==> config.mk <==
export PLATFORM = sky130hd
export DESIGN_NAME = ram_access_ctrl
export DESIGN_NICKNAME = d
export VERILOG_FILES = /design/src/rtl/ram_access_ctrl.sv
export SDC_FILE = /design/constraint.sdc
export NUM_CORES = 1
export LEC_CHECK = 0
export ABC_AREA = 1
export CORE_MARGIN = 2
export CORE_UTILIZATION = 40
export DETAILED_ROUTE_END_ITERATION = 10
export GPL_TIMING_DRIVEN = 1
export HOLD_SLACK_MARGIN = 0.06
export PLACE_DENSITY = 0.82
export SKIP_CTS_REPAIR_TIMING = 1
export SLEW_MARGIN = 20
export SYNTH_ARGS = -nofsm -noshare
export SYNTH_HDL_FRONTEND = slang
export SYNTH_SLANG_ARGS = --single-unit
export TNS_END_PERCENT = 5
==> constraint.sdc <==
create_clock -name clk -period 1.7 [get_ports clk]
set_input_delay 0.17 -clock clk [delete_from_list [all_inputs] [get_ports clk]]
set_output_delay 0.17 -clock clk [all_outputs]
set_load 0.03 [all_outputs]
==> src/rtl/ram_access_ctrl.sv <==
// ram_access_ctrl: initiator-side sequencer for a single-port RAM with a
// one-cycle registered read. It takes one command at a time on a
// valid/ready request port, drives the RAM, and returns one response per
// command on a valid/ready response port.
//
// Handshake rule (both ports): a transfer happens on a rising clk edge where
// valid and ready are both 1. A source holds valid and its payload stable
// until that edge. This block holds rsp_valid/rsp_rdata/rsp_err stable until
// rsp_ready is seen. Backpressure may last indefinitely.
//
// Optional feature: define ADDR_CHECK_EN to reject commands whose address is
// >= depth. A rejected command is answered with rsp_err=1 and never reaches
// the RAM. Without the macro rsp_err is constant 0 and every address goes to
// the RAM unchanged.
//
// dbg_state exposes the FSM state: 0 IDLE, 1 ISSUE, 2 WAIT, 3 RESP.
module ram_access_ctrl #(
  parameter int addr_width = 6,
  parameter int data_width = 8,
  parameter int depth      = 64
) (
  input  logic                  clk,
  input  logic                  rst_n,
  input  logic                  req_valid,
  output logic                  req_ready,
  input  logic                  req_we,
  input  logic [addr_width-1:0] req_addr,
  input  logic [data_width-1:0] req_wdata,
  output logic                  rsp_valid,
  input  logic                  rsp_ready,
  output logic [data_width-1:0] rsp_rdata,
  output logic                  rsp_err,
  output logic                  ram_we,
  output logic [addr_width-1:0] ram_addr,
  output logic [data_width-1:0] ram_data,
  input  logic [data_width-1:0] ram_q,
  output logic [1:0]            dbg_state
);

  typedef enum logic [1:0] {
    IDLE  = 2'd0,
    ISSUE = 2'd1,
    WAIT  = 2'd2,
    RESP  = 2'd3
  } state_t;

  state_t                state, state_d;
  logic                  req_ready_d;
  logic                  rsp_valid_d;
  logic                  rsp_err_d;
  logic [data_width-1:0] rsp_rdata_d;
  logic                  ram_we_d;
  logic [addr_width-1:0] ram_addr_d;
  logic [data_width-1:0] ram_data_d;
  logic                  addr_oor;

`ifdef ADDR_CHECK_EN
  // One extra bit so that depth == 2**addr_width is representable.
  localparam logic [addr_width:0] depth_lim = (addr_width+1)'(depth);
  assign addr_oor = ({1'b0, req_addr} >= depth_lim);
`else
  assign addr_oor = 1'b0;
`endif

  assign dbg_state = state;

  // Next-state and next-output logic; every register holds unless changed.
  always_comb begin
    state_d     = state;
    req_ready_d = req_ready;
    rsp_valid_d = rsp_valid;
    rsp_err_d   = rsp_err;
    rsp_rdata_d = rsp_rdata;
    ram_we_d    = ram_we;
    ram_addr_d  = ram_addr;
    ram_data_d  = ram_data;
    case (state)
      IDLE: begin
        if (req_valid && req_ready) begin
          req_ready_d = 1'b0;
          if (addr_oor) begin
            // Rejected: answer immediately, RAM is never touched.
            rsp_valid_d = 1'b1;
            rsp_err_d   = 1'b1;
            rsp_rdata_d = '0;
            state_d     = RESP;
          end else begin
            ram_addr_d = req_addr;
            ram_data_d = req_wdata;
            ram_we_d   = req_we;
            state_d    = ISSUE;
          end
        end
      end
      ISSUE: begin
        // RAM samples its inputs at the edge leaving this state.
        ram_we_d = 1'b0;
        if (ram_we) begin
          rsp_valid_d = 1'b1;
          rsp_rdata_d = '0;
          state_d     = RESP;
        end else begin
          state_d = WAIT;
        end
      end
      WAIT: begin
        // ram_q now carries the word addressed during ISSUE.
        rsp_rdata_d = ram_q;
        rsp_valid_d = 1'b1;
        state_d     = RESP;
      end
      RESP: begin
        if (rsp_ready) begin
          rsp_valid_d = 1'b0;
          rsp_err_d   = 1'b0;
          req_ready_d = 1'b1;
          state_d     = IDLE;
        end
      end
      default: state_d = IDLE;
    endcase
  end

  // State and output registers with asynchronous reset.
  always_ff @(posedge clk or negedge rst_n) begin
    if (!rst_n) begin
      state     <= IDLE;
      req_ready <= 1'b1;
      rsp_valid <= 1'b0;
      rsp_err   <= 1'b0;
      rsp_rdata <= '0;
      ram_we    <= 1'b0;
      ram_addr  <= '0;
      ram_data  <= '0;
    end else begin
      state     <= state_d;
      req_ready <= req_ready_d;
      rsp_valid <= rsp_valid_d;
      rsp_err   <= rsp_err_d;
      rsp_rdata <= rsp_rdata_d;
      ram_we    <= ram_we_d;
      ram_addr  <= ram_addr_d;
      ram_data  <= ram_data_d;
    end
  end

endmodule
# Word level (Yosys, flattened, before mapping)
# Cells that the tools add are included.
# word_totals
reg_bits,27
latchBits,0
ramBits,0
rom_bits,0
in_bits,27
out_inout_bits,28
wordCells,39
n_memories,0
# classes
add_sub_neg,0
mul,0
div,0
magnitude_cmp,0
n_eq_ne,6
shift,0
n_mux,14
bitwise,1
n_reduce_logical,11
# op_table
op,count
$pmux 8 s2,1
$mux 8,1
$pmux 2 s4,1
$reduce_and 2->1,4
$mux 1,6
$ne 2x2->1 const B,3
$reduce_and 3->1,2
$reduce_bool 2->1,3
$eq 2x2->1 const B,2
$mux 2,2
$pmux 1 s2,2
$pmux 1 s3,1
$eq 2x1->1 const B,1
$logic_not 2->1,1
$logic_and 1x1->1,1
$not 1->1,1

# Longest topological paths before layout
# logic_depth
ltp_word,3
mapped_depth,8
ltp_nobuf,7

# Worst setup path before layout
# Ideal clock, no wire load.
# synth_timing
path_type,register -> register
start,register state[0] (netlist: dbg_state[0])
end,register rsp_rdata[0]
setup_ns,0.065
arrival_time_ns,1.444
t_required_ns,1.635
path_slack_ns,0.191
stages_incl_launch_ff,7
path_buffers,1
synth_period_minus_slack_ns,1.509
path_cell_list,dfrtp_1 > inv_1 > ha_1 > buf_2 > o21ai_2 > nand2_1 > nand2_1
# synth_via
elab_chain_cells,3
elab_cells_between_ends,6
classes_between,3 x eq/ne; 1 x mux; 2 x reduce/logical
# synth_lines
item,line,text
from (decl),47,"state_t state, state_d;"
from (signal assigned),136,state <= state_d;
$eq 2x1->1 or $eq 2x2->1 (tied branches),77,case (state)
$ne 2x2->1 (no line) or $reduce_bool 2->1 (tied branches),--,
$reduce_and 2->1 (no line),--,
to (signal assigned),140,rsp_rdata <= rsp_rdata_d;
to (decl),31,"output logic [data_width-1:0] rsp_rdata,"
# Several ways; a longest one is shown, not always the timed one.
# A chain may end at the register's enable or synchronous reset.

# Worst setup path after layout
# layout_timing
start,register ram_we
end,output ram_we
# layout_rtl
item,line,text
from (decl),33,"output logic ram_we,"
from (signal assigned),141,ram_we <= ram_we_d;
# No word-level cell between the ends.

==> flow_summary.toml <==
[sta]
whs_ps = 218
finalCritPeriodShare = 0.942
clock_skew_ps = 7.05
tns_ps = 0
worst_slack_ps = 98.6
hold_violations = 0
slew_violations = 0
setup_violations = 0
rsz0062_at_grt = "no"
fmax_mhz = 624
period_minus_slack_ps = 1600

[synth]
async_reset_ff_frac = 1.00
synthMuxAreaShare = 0
avgSynthCellArea_um2 = 8.64
post_synth_num_cell_types = 18
synthAdderAreaFrac = 0.0510
yosys_register_bits = 27
synth_top_family_by_area = "simple AND/OR/NAND/NOR gates"
synth_area_leaders = "dfrtp_1 53%, nand2_1 23%, nand3_1 5.7%, ha_1 5.1%, inv_1 2.4%"
synthXorXnorAreaFrac = 0
synth_top_area_share = 0.530
synth_warnings = 0
synth_nets = 174
syn_inst = 142
yosys.area.top_type = "dfrtp_1"
synth_ff_type = "dfrtp_1"
synth_compound_area_frac = 0.00714
synth_most_common_cell = "nand2_1"
yosys.area_share.simple = 0.319
synth_edf_count = 0
yosysSeqAreaShare = 0.551
synth_common_cells = "75 x nand2_1, 26 x dfrtp_1, 14 x nand3_1, 8 x inv_1, 5 x ha_1"
syn-cell-area_um2 = 1230

[cts]
clock-sinks = 27
cts_buffers = 3
htreeDepth = 1
cts_root_buf = "clkbuf_4"
clkTransAtPathRegs_ps = 130
clockBufferDepth = 2
cts_tree = "built"
insertion_delay_ps = 310

[grt]
grt_max_degree = 28
grt_use_total = 0.177
antenna_found_initial = 0
grt_overflow = 0
grt_pass1_vias = 1078
grt_pass1_wl_mm = 4.64

[placed_design]
place_ws_ps = 170
dpl.hpwl_mm = 2.24
port_buffers = 53
post_dp_cell_area_um2 = 1770
place_congestion = 0.765

[detailed_routing]
wl_per_cell_um = 12.3
dr.pass1.iters = 4
routed_wl_mm = 2.82
vias = 1104
drcViolationCount = 0
viasPerCell = 4.82
drtAntennaViolNets = 0
drtIter0Drc = 52

[worst_setup_path]
reg2reg_from = "dbg_state[0]"
cpPeakStageDelay_ps = 700
crit_path_end_kind = "output port"
crit_chain = "clkdlybuf4s50_1"
r2r_end = "ram_addr[5]"
regToRegSetupSlack_ps = 180
worstRegToRegCells = 7
required_ps = 1530
cp_slowest_cell = "clkdlybuf4s50_1"
cp_num_buf_inv = 1
crit_start = "ram_we"
path_delay_family = "buffers and inverters"
critPathArrivalTime_ps = 1430
startpoint_type = "flop"
critPathMaxFanout = 4
crit_type = "flop to output port"

[die]
num_rows = 20
die_area_um2 = 3530
die_x_um = 59.4
die_h_um = 59.4
core_um2 = 2980
io_pins = 55
initial_core_util = 0.412

[layout]
fin_nets = 229
final_area_um2 = 1800
syn_to_final_growth_pct = 47.0
drive_gt1_frac = 0.0561
num_antenna_cells = 0

[hold_path]
hold_class = "primary input to async pin"

[run_status]
outcome = "finished, final reports clean"

[power]
power.density_nw_per_um2 = 545
leakage_nw = 0.945
finalPower_w = 0.000984
ir_worst_vdd_mv = 0.269

[flow_run]
max-cap-violations = 0
[state kept, by name (all words and copies together) (netlist names)]
signal     count
dbg_state      2
ram_addr       6
ram_data       8
ram_we         1
req_ready      1
rsp_rdata      8
rsp_valid      1
[logic make-up (layout without fill, tap and decap cells)]
group | count (synthesis) | count (layout)
fa+ha+maj | 5 | 5
simple gates | 93 | 93
compound gates | 1 | 1
other cells | 1 | 1
buf+inv | 15 | 69
flops | 27 | 27
[stage by stage]
stage	std cells	util
after floorplan	142	-
after global placement	225	0.595
after detailed placement	225	0.595
after CTS	229	0.603
after global routing	229	0.606
final	229	0.606
[placed cells by master, fill, tap and decap left out, drive strengths merged]
| master | instances |
|---|---|
| nand2 | 76 |
| clkdlybuf4s50 | 50 |
| dfrtp | 26 |
| nand3 | 14 |
| inv | 10 |
| ha | 5 |
| clkbuf | 4 |
| dlymetal6s2s | 3 |
| buf | 2 |
| o21ai | 1 |
| nor2 | 1 |
| nand4 | 1 |
| nand3b | 1 |
| conb | 1 |
| dfstp | 1 |
[layout make-up]
cell class                 count  area [µm²]
fill                         277        1170
multi-input combinational    100         467
clock buffer                   4        26.3
timing repair buffer          55         553
sequential                    27         677
tap                           33        41.3
inverter                      10        40.0
[how the worst max path moves through the flow]
stage / slack, ps / depth (start not counted) / end
after global routing: 40 / 7 / ram_we
after floorplan: 190 / 6 / rsp_rdata[0]
after global placement: 290 / 7 / ram_we
final: 100 / 1 / ram_we
after CTS: -30 / 1 / req_ready
after detailed placement: 170 / 7 / ram_data[2]
[power by group]
group	total, W	internal, W	switching (W)
sequential	0.000642	0.000642	0
combinational	0.0000792	0.0000535	0.0000257
clock	0.000262	0.0000916	0.000171
total	0.000984	0.000787	0.000196
[per-layer routing]
layer / up-vias / GRT usage / part of all wire
met2: 38 / 0.319 / 0.51
met3: 2 / 0.0437 / 0.072
met4: 0 / 0.0487 / 0.0060
met5: - / 0 / 0
li1: 545 / - / -
met1: 519 / 0.206 / 0.41
Power figures use the tool's default switching activity.
